[src/rtl/tabela_verdade_prog.sv]
`default_nettype none
// ============================================================================
// Module      : tabela_verdade_prog
// Description : Programmable N-input truth table with a registered output.
//               The active table is replaced by shifting in 2^N bits (index 0
//               first) into a shadow copy. The shadow copy is committed to the
//               active table in one step only after the last bit is accepted.
// Ports       : clk, rst        - single rising-edge clock, sync active-high reset
//               entrada[N-1:0]  - table index (MSB is the first variable)
//               load_start      - request a table reload (ignored while loading)
//               load_valid/bit  - serial table bit handshake with load_ready
//               load_ready      - high while the block accepts table bits
//               S, S_valid      - registered table output and its qualifier
//               cont_um[15:0]   - saturating count of RUN edges registering S=1
//                                 (present only when TABELA_CONT_EN is defined)
// Options     : `define TABELA_CONT_EN to add the cont_um counter and port.
// Revision    : 1.0 - initial release
// ============================================================================
module tabela_verdade_prog #(
    parameter int                N           = 3,
    parameter logic [(1<<N)-1:0] TABELA_INIT = 8'h63
) (
    input  logic         clk,
    input  logic         rst,
    input  logic [N-1:0] entrada,
    input  logic         load_start,
    input  logic         load_valid,
    input  logic         load_bit,
    output logic         load_ready,
    output logic         S,
    output logic         S_valid
`ifdef TABELA_CONT_EN
    ,
    output logic [15:0]  cont_um
`endif
);

    localparam int C_TAM = 1 << N;
    // One extra bit so the count of accepted bits can reach 2^N without wrapping.
    localparam int C_IW  = N + 1;
    localparam logic [C_IW-1:0] C_ULTIMO = C_IW'(C_TAM - 1);

    typedef enum logic [0:0] {
        RUN  = 1'b0,
        LOAD = 1'b1
    } state_t;

    state_t             r_state_q,   w_state_d;
    logic [C_TAM-1:0]   r_tab_q,     w_tab_d;
    logic [C_TAM-1:0]   r_shadow_q,  w_shadow_d;
    logic [C_IW-1:0]    r_idx_q,     w_idx_d;
    logic               r_s_q,       w_s_d;
    logic               r_s_valid_q, w_s_valid_d;
    logic               r_ready_q,   w_ready_d;
    logic               w_commit;

    always_comb begin
        w_state_d   = r_state_q;
        w_tab_d     = r_tab_q;
        w_shadow_d  = r_shadow_q;
        w_idx_d     = r_idx_q;
        w_s_d       = r_s_q;
        w_s_valid_d = r_s_valid_q;
        w_ready_d   = r_ready_q;
        w_commit    = 1'b0;

        case (r_state_q)
            RUN: begin
                // Evaluation happens on every RUN edge, including the one
                // that moves to LOAD, so the last output reflects the old table.
                w_s_d       = r_tab_q[entrada];
                w_s_valid_d = 1'b1;
                w_ready_d   = 1'b0;
                if (load_start) begin
                    w_state_d   = LOAD;
                    w_idx_d     = '0;
                    w_ready_d   = 1'b1;
                    w_s_valid_d = 1'b0;
                end
            end
            LOAD: begin
                // S holds its value; load_start is deliberately not examined.
                w_s_valid_d = 1'b0;
                if (load_valid && r_ready_q) begin
                    w_shadow_d[r_idx_q[N-1:0]] = load_bit;
                    w_idx_d                    = r_idx_q + 1'b1;
                    if (r_idx_q == C_ULTIMO) begin
                        // Commit includes the bit accepted on this very edge.
                        w_tab_d   = w_shadow_d;
                        w_state_d = RUN;
                        w_ready_d = 1'b0;
                        w_commit  = 1'b1;
                    end
                end
            end
            default: begin
                w_state_d = RUN;
            end
        endcase
    end

    always_ff @(posedge clk) begin
        if (rst) begin
            r_state_q   <= RUN;
            r_tab_q     <= TABELA_INIT;
            r_shadow_q  <= '0;
            r_idx_q     <= '0;
            r_s_q       <= 1'b0;
            r_s_valid_q <= 1'b0;
            r_ready_q   <= 1'b0;
        end else begin
            r_state_q   <= w_state_d;
            r_tab_q     <= w_tab_d;
            r_shadow_q  <= w_shadow_d;
            r_idx_q     <= w_idx_d;
            r_s_q       <= w_s_d;
            r_s_valid_q <= w_s_valid_d;
            r_ready_q   <= w_ready_d;
        end
    end

    assign load_ready = r_ready_q;
    assign S          = r_s_q;
    assign S_valid    = r_s_valid_q;

`ifdef TABELA_CONT_EN
    logic [15:0] r_cont_q, w_cont_d;

    always_comb begin
        w_cont_d = r_cont_q;
        if (w_commit) begin
            w_cont_d = '0;
        end else if ((r_state_q == RUN) && w_s_d && (r_cont_q != 16'hFFFF)) begin
            w_cont_d = r_cont_q + 16'd1;
        end
    end

    always_ff @(posedge clk) begin
        if (rst) begin
            r_cont_q <= '0;
        end else begin
            r_cont_q <= w_cont_d;
        end
    end

    assign cont_um = r_cont_q;
`endif

endmodule
`default_nettype wire

[config.mk]
export PLATFORM = sky130hd
export DESIGN_NAME = tabela_verdade_prog
export DESIGN_NICKNAME = d
export VERILOG_FILES = /design/src/rtl/tabela_verdade_prog.sv
export SDC_FILE = /design/constraint.sdc
export NUM_CORES = 1
export LEC_CHECK = 0
export BUFFER_PORTS_ARGS = -buffer_cell sky130_fd_sc_hd__buf_2
export CORE_ASPECT_RATIO = 1.4
export CORE_MARGIN = 2
export CORE_UTILIZATION = 40
export DETAILED_ROUTE_END_ITERATION = 8
export SLEW_MARGIN = 20
export SYNTH_ARGS = -nofsm -noshare
export SYNTH_HDL_FRONTEND = slang
export SYNTH_SLANG_ARGS = --single-unit
[constraint.sdc]
create_clock -name clk -period 3.5 [get_ports clk]
set_input_delay 0.175 -clock clk [delete_from_list [all_inputs] [get_ports clk]]
set_output_delay 0.175 -clock clk [all_outputs]
set_load 0.05 [all_outputs]
# Word level (Yosys, flattened, before mapping)
# Index checks and enable logic that the tools add are counted.
# totals
ram_bits,0
output_inout_bits,3
word_cells,39
mem_bits_ro,0
in_bits,8
latch_bits,0
register_bits,24
mem_count,0
# op_classes
mux,17
add_sub_neg,1
n_eq_ne,4
magnitude_cmp,3
n_bitwise,1
shift,0
div_mod_pow,0
multipliers,0
reduce_logical,6
# op_table
operator,n
bitwise mux 8 bit,1
less-than comparator 3 x 4 -> 1 bit (second input constant),2
two-way mux 1 bit,8
two-way mux 4 bit,2
case mux 4 bit (2 select lines),1
case mux 1 bit (2 select lines),3
AND reduction 2 bit,3
adder 4 x 1 -> 4 bit (second input constant),1
equality test 4 x 3 -> 1 bit (second input constant),1
!= test 2 x 1 -> 1 bit (second input constant),2
binary-select mux 1 bit (select 3 bit),1
demux 1 bit (select 3 bit),1
greater-or-equal comparator 3 x 1 -> 1 bit (second input constant),1
AND reduction 3 bit,1
logical AND 1 bit,2
!= test 2 bit (second input constant),1
inverter 1 bit,1

# Logic depth before layout (Yosys ltp)
# Gate-level depths: netlist (run 1).
# logic_depth
ltp_word,5
depth_mapped,6
ltp_nobuf,5

# Least setup slack after synthesis (run 1)
# OpenSTA, ideal clock, no wires.
# synth_path
path_kind,flip-flop to flip-flop
startpoint,"reg r_ready_q, in the netlist load_ready"
endpoint,reg r_tab_q[0]
path_buffers,1
stages_incl_launch_ff,5
t_required_ns,3.380
setup_slack_ns,1.733
setup_time_ns,0.120
arrival_time_ns,1.647
synth_period_minus_slack_ns,1.767
cell_sequence,dfxtp_1 > nand3_4 > or3_1 > buf_6 > a211o_1
# synth_via
elab_chain_len,2
# synth_rtl
element,line_no,source
from (decl),54,"logic r_ready_q, w_ready_d;"
from (signal assigned),118,r_ready_q <= w_ready_d;
logical AND 1 bit,84,if (load_valid && r_ready_q) begin
AND reduction 3 bit (no source line),-,
to (signal assigned),113,r_tab_q <= w_tab_d;
to (decl),49,"logic [C_TAM-1:0] r_tab_q, w_tab_d;"
# Every way passes these cells.
# A chain may end at the register's enable or synchronous reset.

# Worst setup path after layout (run 1)
# layout_path
startpoint,reg r_idx_q[0]
endpoint,reg r_tab_q[6]
# layout_via
elab_chain_len,5
word_cells_on_any_way,8
cone_classes,order compare: 2; eq/ne: 1; mux: 3; reduce/logical: 2
# layout_rtl
element,line_no,source
from (decl),51,"logic [C_IW-1:0] r_idx_q, w_idx_d;"
from (signal assigned),115,r_idx_q <= w_idx_d;
less-than comparator 3 x 4 -> 1 bit (implied by the code) / greater-or-equal comparator 3 x 1 -> 1 bit (equally long branches),85,w_shadow_d[r_idx_q[N-1:0]] = load_bit;
logical AND 1 bit (implied by the code),85,
two-way mux 1 bit (implied by the code),85,
demux 1 bit (select 3 bit),85,
bitwise mux 8 bit,85,
# Several ways; a longest one is shown, not always the timed one.

==> run_results.csv, run 1 <==
group,metric,value,unit
finish,final_common_cell,"dfxtp_1",
sta,finalMaxSlewViolations,0,
clock_network,h-tree-depth,1,
synth,synth_flop_cell,"dfxtp_1",
sta,hold_violations,0,
finish,antennaDiodeCount,0,
die,ios,11,
synth,yosysTopAreaCell,"dfxtp_1",
die,core_area,2643,µm²
sta,timing.fmax,0.5290,GHz
place,dp_slack,1.630,ns
route,finalWirelength,2057,µm
sta,rsz0062_at_grt,"false",
sta,slew_headroom,0.6383,
synth,yosysTopAreaCellShare,0.4300,
clock_network,cts.repair.resized,0,
worst_setup_path,cp-end-kind,"register",
clock_network,clk_latency,0.30,ns
synth,synth_area,1117,µm²
finish,nFillCells,277,
die,die_y,66.54,µm
die,die_area,3238,µm²
worst_setup_path,crit_chain,"ha_1, nand2_1, or3_1, a211o_1",
worst_setup_path,crit_type,"register to register",
clock_network,cts_buffers,3,
finish,fin_nets,137,
sta,skew,0.003063,ns
route,drc,0,
global_route,grtUsageTotal,0.1423,
finish,layout_common_cells,"24 x dfxtp_1, 20 x nor2_1, 11 x mux2i_1",
synth,async_flop_share,0,
synth,synth_edf_count,0,
global_route,grt_pass1_vias,815,
worst_setup_path,cpMaxStageDelayCell,"dfxtp_1",
pwr,ir_drop,0.0002172,V
worst_hold_path,hold_path_class,"input pin to register",
clock_network,cts_setup_buffers,0,
route,antenna_left,0,
synth,netlist-cell-type-count,31,
global_route,antenna_found_initial,0,
worst_setup_path,setup.worst_path.start_class,"register",
synth,synth-seq-area-share,0.4300,
pwr,p_leak,0.4333,nW
route,dr_total_vias,855,
place,gp_congestion,0.7919,
worst_setup_path,path_max_fanout,17,
die,initial_core_util,0.4228,
clock_network,numClockSinks,24,
status,status,"complete, no violations",
synth,ys_warn_count,0,
clock_network,path_clk_slew,0.12,ns
worst_setup_path,worstPathArrival,2.10,ns
die,num_rows,22,
route,routedWlPerCell,12.70,µm
synth,synth_cells,122,
sta,finalSetupViolations,0,
sta,post-route-min-period,1.890,ns
run,drv_cap,0,
sta,setup_tns,0,ns
synth,synth_seq_cells,24,
die,die_x,48.67,µm
place,portBuffers,10,
worst_setup_path,cpPeakStageDelay,0.65,ns
sta,setup_slack,1.610,ns
finish,area_delta_synth_final,6.607,%
finish,drive_gt1_frac,0.1508,
place,dp_hpwl,1481,µm
sta,period_share,0.5401,
clock_network,cts_hold_buffers,0,
synth,synth_fp_nets,131,
route,first_iter_violations,22,
sta,worst_slew_pin_slew,0.5396,ns
global_route,grt_pass1_wl,3588,µm
route,via_per_inst,5.278,
clock_network,tritoncts,"done",
clock_network,cts_buffer_depth,2,
synth,syn_avg_cell_area,9.158,µm²
pwr,p_per_area,367.6,nW/µm²
route,drt-pass1-iter-count,4,
synth,synth.area.top_cells,"dfxtp_1 43%, mux2i_1 9.9%, nor2_1 6.7%, a211oi_1 6.0%, a211o_1 3.1%",
global_route,overflow,0,
worst_setup_path,cp.required,3.71,ns
global_route,grt_max_degree,25,
clock_network,root_buffer,"clkbuf_4",
## logic make-up (layout without fill, tap and decap cells)
| group | count (synthesis) | count (layout) | share of synthesized area |
|---|---|---|---|
| AND/OR/NAND/NOR | 48 | 48 | 0.2240 |
| multiplexers | 14 | 14 | 0.1389 |
| flip-flops | 24 | 24 | 0.4300 |
| adder cells (fa/ha/maj) | 1 | 1 | 0.01120 |
| buffers and inverters | 11 | 15 | 0.04591 |
| AO/OA/AOI/OAI | 24 | 24 | 0.1501 |
## synth_stat cells (all sizes together), types with 2 or more instances
library cell,n
mux2i,11
nor2,20
o21ai,2
a211o,4
nand2,5
nor3,6
nand3b,3
nor3b,2
clkbuf,6
a21oi,6
a211oi,9
nand3,5
mux2,2
inv,2
buf,3
dfxtp,24
## final timing paths
path	start	endpoint	slack (ns)	depth (start not counted)
setup / recovery	r_idx_q[0]	r_tab_q[6]	1.61	4
hold / removal	load_start	S_valid	0.04	2
setup reg to reg	r_idx_q[0]	r_tab_q[6]	1.61	4
hold reg to reg	S	S	0.47	2
## power by group
group	switching (mW)	total (mW)	internal [mW]
clock network	0.0767	0.117	0.0401
logic	0.0250	0.0379	0.0129
registers	0.00520	0.283	0.278
total	0.107	0.438	0.331
## per-layer routing
metal,GRT usage,wire length (µm)
met1,0.1693,977
met2,0.2586,1039
met3,0.02018,23
met4,0.05357,16
met5,0,0
## critical path: cells and delay by family (launching register included)
kind,cells,cell delay (ns)
AO/OA/AOI/OAI,1,0.33
adder cells (fa/ha/maj),1,0.27
flip-flops,1,0.65
AND/OR/NAND/NOR,2,0.54
## area by class of cell
| class | count | area [µm²] | area share |
|---|---|---|---|
| inverter | 2 | 7.507 | 0.006303 |
| clock buffer | 3 | 22.52 | 0.01891 |
| tap | 36 | 45.04 | 0.03782 |
| multi-input combinational | 87 | 585.6 | 0.4916 |
| sequential | 24 | 480.5 | 0.4034 |
| timing repair buffer | 10 | 50.05 | 0.04202 |
## per-stage QoR
step / instances / utilization / hold WS (ns) / instance area [µm²] / power [mW]
floorplan: 122 / - / 0.2518 / 1117 / 0.3149
global placement: 159 / 0.4422 / 0.3717 / 1169 / 0.3272
detailed placement: 159 / 0.4422 / 0.3751 / 1169 / 0.3275
CTS: 162 / 0.4508 / 0.03390 / 1191 / 0.4457
global route: 162 / 0.4508 / 0.02364 / 1191 / 0.4584
finish: 162 / 0.4508 / 0.04236 / 1191 / 0.4379
## flip-flops by register name (all words and copies together) (netlist names)
signal      count
S_valid         1
r_idx_q         4
r_tab_q         8
S               1
load_ready      1
r_shadow_q      8
r_state_q       1
Note: power is estimated with default switching activity, not from simulation.
==> run 2: changes to the inputs <==
==> constraint.sdc (replaced) <==
create_clock -name clk -period 1.5 [get_ports clk]
set_input_delay 0.075 -clock clk [delete_from_list [all_inputs] [get_ports clk]]
set_output_delay 0.075 -clock clk [all_outputs]
set_load 0.05 [all_outputs]
==> run 2 against run 1 <==
- worst hold slack gained 0.056 ns
- final cell count up 6.2%
- first-iteration DRC count up 41%
- critical endpoint is now r_tab_q[5]
- highest routed layer unchanged
- wire length grew 6.3%
- core utilization is 3.7 points higher
- largest power group unchanged
==> run_results.csv, run 2 (synthesis results as in run 1) <==
group,metric,value,unit
pwr,p_seq_frac,0.593,
status,status,"complete, no violations",
worst_setup_path,critPathTopFamily,"simple AND/OR/NAND/NOR gates",
die,num_rows,22,
pwr,p_leak,0.4895,nW
sta,period_share,0.9430,
worst_setup_path,r2r_slack,0.09,ns
global_route,met1_usage,0.1894,
place,portBuffers,10,
die,die_x,48.67,µm
global_route,grt_util_met3,0.02691,
worst_setup_path,rr_startpoint,"r_idx_q[0]",
finish,layout_common_cells,"23 x dfxtp_1, 20 x nor2_1, 11 x mux2i_1",
sta,skew,0.008389,ns
finish,drive_gt1_frac,0.2279,
die,initial_core_util,0.4228,
pwr,swShare,0.2451,
worst_hold_path,hold_path_class,"input pin to register",
die,ios,11,
pwr,power.switching,0.2711,mW
die,die_area,3238,µm²
pwr,finalPower,1.106,mW
worst_setup_path,crit_cells,4,
finish,antennaDiodeCount,0,
finish,final_core_util,0.4877,
route,antenna_left,0,
clock_network,clk_latency,0.32,ns
route,finalWirelength,2186,µm
sta,finalMaxSlewViolations,0,
worst_setup_path,cpMaxStageDelayCell,"or3_4",
finish,seq_area,484.2,µm²
worst_setup_path,crit_start,"r_idx_q[0]",
worst_setup_path,path_max_fanout,8,
clock_network,h-tree-depth,1,
worst_setup_path,r2r_cells,4,
route,dr_total_vias,928,
global_route,grt-busiest-layer,"met2",
worst_setup_path,crit_path_end,"r_tab_q[5]",
pwr,intPower,0.8348,mW
worst_setup_path,cp-end-kind,"register",
sta,fin_hold_ws,0.09817,ns
global_route,grt_max_degree,25,
place,dpl_cell_area,1232,µm²
sta,post-route-min-period,1.415,ns
sta,worst_slew_pin_slew,0.4170,ns
sta,setup_tns,0,ns
sta,finalSetupViolations,0,
worst_hold_path,min_from,"entrada[1]",
worst_setup_path,cp.required,1.73,ns
worst_setup_path,crit_chain,"ha_1, nand2_1, or3_4, a211o_1",
place,dp_hpwl,1598,µm
sta,timing.fmax,0.7069,GHz
finish,reg_top3,"r_shadow_q (8), r_tab_q (8), r_idx_q (4)",
clock_network,tritoncts,"done",
pwr,ir_drop,0.0004688,V
die,die_y,66.54,µm
route,routedWlPerCell,12.71,µm
pwr,p_per_area,858.2,nW/µm²
clock_network,cts_buffers,3,
finish,multi_input_area,595.6,µm²
route,drc,0,
pwr,combPwrFrac,0.093,
clock_network,root_buffer,"clkbuf_4",
clock_network,cts_buffer_depth,2,
finish,nFillCells,269,
route,first_iter_violations,31,
finish,area_delta_synth_final,15.34,%
route,via_per_inst,5.395,
clock_network,path_clk_slew,0.14,ns
place,gp_congestion,0.8245,
global_route,grt_use_met2,0.2637,
global_route,grt_pass1_wl,3843,µm
worst_setup_path,reg2reg_to,"r_tab_q[5]",
worst_setup_path,setup.worst_path.start_class,"register",
route,drt-pass1-iter-count,4,
worst_setup_path,worstPathArrival,1.64,ns
worst_setup_path,path_buf_inv,0,
sta,slew_headroom,0.7220,
global_route,overflow,0,
clock_network,cts_setup_buffers,0,
finish,final_area,1289,µm²
global_route,antenna_found_initial,0,
sta,hold_violations,0,
worst_setup_path,crit_type,"register to register",
run,drv_cap,0,
die,core_area,2643,µm²
clock_network,numClockSinks,24,
global_route,grt_pass1_vias,849,
finish,final_common_cell,"dfxtp_1",
finish,fin_nets,146,
global_route,grtUsageTotal,0.1537,
worst_setup_path,cpPeakStageDelay,0.38,ns
sta,rsz0062_at_grt,"false",
pwr,clockPowerShare,0.313,
-- run 2: cell types whose count changed in the layout (fill, tap and decap cells not counted), sizes merged --
| cell | previous run | this run |
|---|---|---|
| clkbuf | 3 | 4 |
| dlygate4sd3 | 0 | 1 |
| buf | 10 | 18 |
-- run 2: per-layer routing --
layer	vias to the layer above	share of wire
li1	471	-
met1	426	0.44
met2	27	0.50
met3	4	0.040
met4	0	0.016
met5	-	0
-- run 2: how the worst min path moves through the flow --
stage | end | slack [ns] | cells after the start
floorplan | S_valid | 0.15 | 1
detailed placement | S_valid | 0.27 | 2
finish | S | 0.1 | 3
global placement | S_valid | 0.27 | 2
global route | S | 0.1 | 3
CTS | S | 0.09 | 3
-- run 2: cell type report --
cell class | count | share of cell area
Multi-Input combinational cell | 87 | 0.4621
Sequential cell | 24 | 0.3757
Timing Repair Buffer | 19 | 0.09320
Tap cell | 36 | 0.03495
Clock buffer | 4 | 0.02816
Inverter | 2 | 0.005825
-- run 2: worst register-to-register path: stages, from the launching register on --
cell	delay, ns
dfxtp_1	0.35
ha_1	0.20
nand2_1	0.09
or3_4	0.38
a211o_1	0.31
-- run 2: what timing repair did --
action | in CTS | in global routing
hold endpoints to repair | 1 | 0
setup endpoints to repair | 1 | 1
hold buffers | 1 | 0
gates resized for setup | 1 | 1
-- run 2: through the flow --
step | setup slack, ns | cells
3_5_place_dp | 0.01036 | 167
3_3_place_gp | 0.06396 | 167
2_1_floorplan | 0.04885 | 122
4_1_cts | 0.07450 | 172
6_report | 0.08544 | 172
5_1_grt | 0.002212 | 172
-- run 2: power by group through the flow --
| stage | clock [mW] | combinational [mW] | sequential [mW] |
|---|---|---|---|
| after CTS | 0.358 | 0.104 | 0.656 |
| after global placement | 0 | 0.100 | 0.670 |
| after detailed placement | 0 | 0.102 | 0.670 |
| final | 0.347 | 0.103 | 0.656 |
| after global routing | 0.379 | 0.113 | 0.658 |
| after floorplan | 0 | 0.0439 | 0.691 |
